--- src/rtl/req_enc_pkg.sv ---
// Shared sizes and helpers for the 8-to-3 request encoder.
//   N_REQ    : number of request lines (fixed at 8)
//   IDX_W    : index width, clog2(N_REQ)
//   onehot8  : index -> one-hot request mask
package req_enc_pkg;

  localparam int unsigned N_REQ = 8;
  localparam int unsigned IDX_W = 3;

  // One-hot mask with only bit 'idx' set.
  function automatic logic [N_REQ-1:0] onehot8(input logic [IDX_W-1:0] idx);
    return N_REQ'(1) << idx;
  endfunction

endpackage

--- src/rtl/prio_enc8.sv ---
// Combinational 8-input priority encoder with a movable search start.
// The search begins at 'start' and walks upward, wrapping 7 -> 0; the first
// set bit found wins. With start tied to 0 this is plain fixed priority
// (bit 0 highest).
//   vec   in  8  candidate bits
//   start in  3  first position searched
//   any   out 1  at least one bit of vec is set
//   idx   out 3  position of the winning bit (0 when vec is empty)
module prio_enc8
  import req_enc_pkg::*;
(
  input  logic [N_REQ-1:0] vec,
  input  logic [IDX_W-1:0] start,
  output logic             any,
  output logic [IDX_W-1:0] idx
);

  logic             found;
  logic [IDX_W-1:0] pos;

  // Wrapping scan from 'start'; 3-bit addition provides the wrap for free.
  always_comb begin
    any   = |vec;
    idx   = '0;
    found = 1'b0;
    pos   = '0;
    for (int unsigned i = 0; i < N_REQ; i++) begin
      pos = start + IDX_W'(i);
      if (!found && vec[pos]) begin
        idx   = pos;
        found = 1'b1;
      end
    end
  end

endmodule

--- src/rtl/req_encoder_8to3.sv ---
// Collects up to 8 request/event lines into a pending register and hands
// them to a consumer one at a time as a registered 3-bit index with a
// valid/ready handshake. A request for a bit that is already pending sets
// a sticky overrun flag.
// Build option: define REQ_ENC_ROUND_ROBIN_EN for round-robin selection
// (search starts one past the last granted index); otherwise bit 0 has
// fixed highest priority.
//   clk      in   1  clock, rising edge
//   reset_n  in   1  asynchronous active-low reset
//   en       in   1  capture enable for req
//   req      in   8  request lines, bit i requests index i
//   ready    in   1  consumer accepts idx when valid & ready
//   valid    out  1  idx holds a pending request
//   idx      out  3  index of the presented request
//   overrun  out  1  sticky: request arrived for an already-pending bit
module req_encoder_8to3
  import req_enc_pkg::*;
(
  input  logic             clk,
  input  logic             reset_n,
  input  logic             en,
  input  logic [N_REQ-1:0] req,
  input  logic             ready,
  output logic             valid,
  output logic [IDX_W-1:0] idx,
  output logic             overrun
);

  logic [N_REQ-1:0] pending;
  logic             grant_c;
  logic [N_REQ-1:0] clr_c;
  logic [N_REQ-1:0] cap_c;
  logic [N_REQ-1:0] cand_c;
  logic [IDX_W-1:0] start_c;
  logic             enc_any_c;
  logic [IDX_W-1:0] enc_idx_c;

  // Handshake and pending-set bookkeeping for the current edge.
  always_comb begin
    grant_c = valid & ready;
    clr_c   = grant_c ? onehot8(idx) : '0;
    cap_c   = en ? req : '0;
    // Same-cycle captures are excluded so a fresh request is only offered
    // after it has landed in the pending register.
    cand_c  = pending & ~clr_c;
  end

`ifdef REQ_ENC_ROUND_ROBIN_EN
  logic [IDX_W-1:0] rr_ptr;

  // Next search starts one past the index just accepted.
  always_ff @(posedge clk or negedge reset_n) begin
    if (!reset_n) begin
      rr_ptr <= '0;
    end else if (grant_c) begin
      rr_ptr <= idx + IDX_W'(1);
    end
  end

  assign start_c = rr_ptr;
`else
  assign start_c = '0;
`endif

  prio_enc8 u_prio_enc8 (
    .vec   (cand_c),
    .start (start_c),
    .any   (enc_any_c),
    .idx   (enc_idx_c)
  );

  // Pending register: new captures win over the grant clear.
  always_ff @(posedge clk or negedge reset_n) begin
    if (!reset_n) begin
      pending <= '0;
      overrun <= 1'b0;
    end else begin
      pending <= cand_c | cap_c;
      overrun <= overrun | (|(cap_c & cand_c));
    end
  end

  // Output stage: reload when empty or when the consumer takes the current index.
  always_ff @(posedge clk or negedge reset_n) begin
    if (!reset_n) begin
      valid <= 1'b0;
      idx   <= '0;
    end else if (!valid || ready) begin
      valid <= enc_any_c;
      idx   <= enc_idx_c;
    end
  end

endmodule

--- config.mk ---
export PLATFORM = sky130hd
export DESIGN_NAME = req_encoder_8to3
export DESIGN_NICKNAME = d
export VERILOG_FILES = /design/src/rtl/req_enc_pkg.sv /design/src/rtl/prio_enc8.sv /design/src/rtl/req_encoder_8to3.sv
export SDC_FILE = /design/constraint.sdc
export NUM_CORES = 1
export LEC_CHECK = 0
export BUFFER_PORTS_ARGS = -buffer_cell sky130_fd_sc_hd__buf_2
export CORE_MARGIN = 4
export CORE_UTILIZATION = 54
export CTS_BUF_LIST = sky130_fd_sc_hd__clkbuf_16
export CTS_CLUSTER_DIAMETER = 40
export CTS_CLUSTER_SIZE = 12
export DETAILED_ROUTE_END_ITERATION = 6
export PLACE_DENSITY = 0.8
export SLEW_MARGIN = 15
export SYNTH_ARGS = -nofsm -noshare
export SYNTH_HDL_FRONTEND = slang
export SYNTH_SLANG_ARGS = --single-unit
--- constraint.sdc ---
create_clock -name clk -period 3.46 [get_ports clk]
set_clock_uncertainty 0.05 [all_clocks]
set_input_delay 1.038 -clock clk [delete_from_list [all_inputs] [get_ports clk]]
set_output_delay 1.038 -clock clk [all_outputs]
set_load 0.005 [all_outputs]
; ---- Yosys cells after proc, flatten, opt, wreduce, memory -nomap -nowiden
; Cells that the tools add are included.
[totals]
register_bits = 13
latch_bits = 0
mem_bits_rw = 0
rom_bits = 0
input_bits = 12
output_inout_bits = 5
word_cells = 45
memories = 0
[op_classes]
addsub = 0
mul = 0
n_div = 0
n_lt_le_gt_ge = 0
eq_ne = 0
shift = 1
muxes = 16
bitwise_logic = 6
n_reduce_logical = 18
[op_table]
columns = op, n
row1 = $and 8x8->8, 2
row2 = $mux 8, 2
row3 = $reduce_or 8->1, 2
row4 = $mux 3, 4
row5 = $logic_not 1->1, 8
row6 = $mux 1, 8
row7 = $not 8->8, 1
row8 = $or 8x8->8, 1
row9 = $shl 1x3->8 const A, 1
row10 = $logic_and 1x1->1, 7
row11 = $mux 2, 2
row12 = $and 1x1->1, 1
row13 = $logic_or 1x1->1, 1
row14 = $or 1x1->1, 1

; ---- Depth between registers and ports, before layout
[depth]
depth_word = 26
depth_mapped = 5

; ---- Hierarchy
; Synthesis repeated with hierarchy kept, for this count alone.
[hier_totals]
hier_cells = 170
area_unflattened_um2 = 1735.4
[modules_own_cells]
columns = mod, n_inst, cells_per_inst, area_per_inst_um2
row1 = prio_enc8, 1, 116, 1113.6
row2 = req_encoder_8to3, 1, 54, 621.8

; ---- Worst setup path after synthesis
; No wires, ideal clock.
[synth_timing]
path_type = input port to flip-flop
startpoint = input ready
endpoint = register overrun
setup_ns = 0.128
arrival_ns = 1.926
slack_ns = 1.355
stages = 5
n_path_buf = 0
cell_sequence = nand3b_4 o31ai_4 o22ai_1 o41ai_1 nand2b_1
[synth_between]
elab_chain_cells = 7
[synth_lines]
columns = item, line
row1 = start: declaration, req_encoder_8to3.sv:23  ; input logic ready,
row2 = $and 1x1->1, req_encoder_8to3.sv:40  ; grant_c = valid & ready;
row3 = $mux 8, req_encoder_8to3.sv:41  ; clr_c = grant_c ? onehot8(idx) : '0;
row4 = $not 8->8, req_encoder_8to3.sv:45  ; cand_c = pending & ~clr_c;
row5 = $and 8x8->8, req_encoder_8to3.sv:45
row6 = $and 8x8->8, req_encoder_8to3.sv:79  ; overrun <= overrun | (|(cap_c & cand_c));
row7 = $reduce_or 8->1, req_encoder_8to3.sv:79
row8 = $or 1x1->1, req_encoder_8to3.sv:79
row9 = end signal: assignment, req_encoder_8to3.sv:79
row10 = end: declaration, req_encoder_8to3.sv:26  ; output logic overrun
; No other way between the ends.
; A chain may end at the register's enable or synchronous reset.

; ---- Final worst setup path
; Ends and elaborated chain as after synthesis.

==> flow_metrics.py <==
metrics = {
    "outcome": {
        "status": "finished clean",
    },
    "job": {
        "cap_violations": 0,
    },
    "logic_synthesis": {
        "synth_commonest_cells": "nand2_1 (18), dfrtp_1 (13), inv_1 (7)",
        "seq_area_frac_synth": 0.450,
        "async_flop_share": 1.00,
        "synth.ff_latch_count": 13,
        "syn_avg_cell_area_sq_um": 9.77,
        "synth_top_area_cell": "dfrtp_1",
        "synth_top_area_share": 0.450,
        "synth_warnings": 0,
        "synth_area_leaders": "dfrtp_1 (45%), nand2_1 (9.3%), inv_1 (3.6%)",
        "syn-num-nets": 86,
        "synth.most_common_cell": "nand2_1",
        "syn_area_sq_um": 723,
        "synth_ff_type": "dfrtp_1",
        "synthCells": 74,
        "synth-edff-count": 0,
        "ys_types": 31,
    },
    "route": {
        "wl_met3_um": 107,
        "drt_wl_total_um": 1590,
        "ant_nets": 0,
        "routed_via_density": 5.75,
        "wl_met2_um": 779,
        "drtPass1Iterations": 5,
        "highest_layer": "met4",
        "vias": 615,
        "wl_per_cell_um": 14.9,
        "m1WireLength_um": 689,
        "drtIter0Drc": 14,
        "drc_errors": 0,
    },
    "sta": {
        "fmax_ghz": 0.463,
        "timing.final.crit_share": 0.624,
        "slew_headroom": 0.761,
        "setup_tns_ps": 0,
        "worst_pin_slew_ps": 359,
        "rsz0062_at_grt": "no",
        "maxSlewViolCount": 0,
        "finalHoldViolCount": 0,
        "period_minus_slack_ps": 2160,
        "setup_viol": 0,
        "setup_ws_ps": 1300,
    },
    "pwr": {
        "ir_drop_v": 0.000618,
        "p_int_mw": 0.380,
        "power_frac_seq": 0.374,
        "p_comb_frac": 0.227,
        "clkPwrFrac": 0.399,
        "total_power_mw": 0.540,
        "swShare": 0.296,
        "p_sw_mw": 0.160,
        "power_per_cell_area_mw_per_mm2": 602,
        "p_leak_nw": 0.389,
    },
    "worst_setup_path": {
        "critPathLaunchType": "input pin",
        "crit_arrival_ps": 2230,
        "crit_fanout": 5,
        "required_ps": 3530,
        "crit_type": "in2reg",
        "end_kind": "flip-flop",
    },
    "finish": {
        "syn2layout_area_growth_pct": 24.0,
        "multi_input_area_sq_um": 368,
        "layout-drive-gt1-share": 0.344,
        "insertedDiodeCount": 0,
        "final_core_util": 0.756,
        "final_nets": 106,
        "layout.area.seq_sq_um": 325,
        "stdcell_count": 107,
        "fill_cells": 92,
    },
    "clock_network": {
        "cts_setup_buffers": 0,
        "cts_made_buffers": 3,
        "cts_resized": 0,
        "clk_path_buf_depth": 2,
        "cts_max_level": 1,
        "clkLatencyLatePin_ps": 240,
        "numClockSinks": 13,
        "cts.clk_slew.worst_paths_ps": 40,
        "cts_tree": "built",
        "cts_root_buffer": "clkbuf_16",
        "hold_buffers": 0,
    },
    "global_routing": {
        "grt_pass1_vias": 583,
        "grt_first_pass_wirelength_um": 2600,
        "antenna_found_initial": 0,
        "grt_max_degree": 14,
        "overflow": 0,
        "groute.usage.overall": 0.186,
    },
    "die": {
        "fp-row-count": 12,
        "start_util": 0.610,
        "chipHeight_um": 44.6,
        "core_sq_mm": 0.00119,
        "io_pins": 17,
        "dieArea_sq_mm": 0.00199,
        "dieWidth_um": 44.6,
    },
    "placement": {
        "io_buffers": 16,
        "dpl.hpwl_um": 1220,
        "dpl_worst_slack_ps": 1060,
        "placed_cells": 103,
        "gp_congestion": 0.863,
    },
    "min_path": {
        "min-delay-path-class": "reg2reg",
    },
}
==> cell families (layout without fill, tap and decap cells) <==
group	after synthesis	in the layout	share of synthesized area
AO/OA/AOI/OAI	21	21	0.258
buffers and inverters	8	27	0.0415
flip-flops	13	13	0.450
multiplexers	1	1	0.0156
AND/OR/NAND/NOR	31	31	0.235
==> through the flow <==
stage | hold slack, ps | instance area [sq um]
6_report | 418 | 897
5_1_grt | 439 | 897
4_1_cts | 417 | 897
3_5_place_dp | 404 | 817
3_3_place_gp | 396 | 817
2_1_floorplan | 409 | 723
==> critical path: stages <==
cell      delay (ps)
buf_2            130
nand3b_4         140
o31ai_4          290
o22ai_1          150
o41ai_1          380
nand2b_1          90
==> placed cells by master (no fill, tap or decap), types with 2 or more instances in the layout <==
cell / netlist / layout
clkbuf_16: 0 / 3
nand2b_1: 3 / 3
buf_2: 0 / 16
o21ai_2: 3 / 3
o22ai_1: 3 / 3
nor2_1: 2 / 2
nand2_1: 18 / 18
o41ai_1: 2 / 2
dfrtp_1: 13 / 13
inv_1: 7 / 7
==> flip-flops by register name, indices dropped and copies added (netlist names) <==
| name | flops |
|---|---|
| idx | 3 |
| overrun | 1 |
| pending | 8 |
| valid | 1 |
==> per-layer routing <==
layer / track usage / vias up
met5: 0 / -
met4: 0.0663 / 0
met3: 0.0772 / 2
met2: 0.287 / 20
met1: 0.230 / 291
li1: - / 302
==> power groups by stage <==
stage                     clock [mW]  combinational [mW]  sequential [mW]
after floorplan                    0              0.0862            0.199
after global placement             0               0.119            0.203
after detailed placement           0               0.122            0.205
after CTS                      0.221               0.123            0.203
after global routing           0.227               0.136            0.206
final                          0.216               0.123            0.202
==> worst paths after layout <==
| check | startpoint | endpoint | slack (ps) | cells after the start |
|---|---|---|---|---|
| max | ready | overrun$_DFF_PN0_ | 1300 | 6 |
| min | overrun$_DFF_PN0_ | overrun$_DFF_PN0_ | 420 | 1 |
| max reg2reg | idx[0]$_DFFE_PN0P_ | idx[1]$_DFFE_PN0P_ | 1670 | 5 |
| min reg2reg | overrun$_DFF_PN0_ | overrun$_DFF_PN0_ | 420 | 1 |
| max in group asynchronous | reset_n | idx[1]$_DFFE_PN0P_ | 2510 | 1 |
| min in group asynchronous | reset_n | pending[2]$_DFF_PN0_ | 620 | 1 |
==> layout make-up <==
class	instances	share of cell area
Inverter	7	0.0293
Timing Repair Buffer	16	0.0893
Sequential cell	13	0.363
Tap cell	14	0.0195
Multi-Input combinational cell	53	0.410
Clock inverter	1	0.00558
Clock buffer	3	0.0837
(Power assumes the default switching activity.)
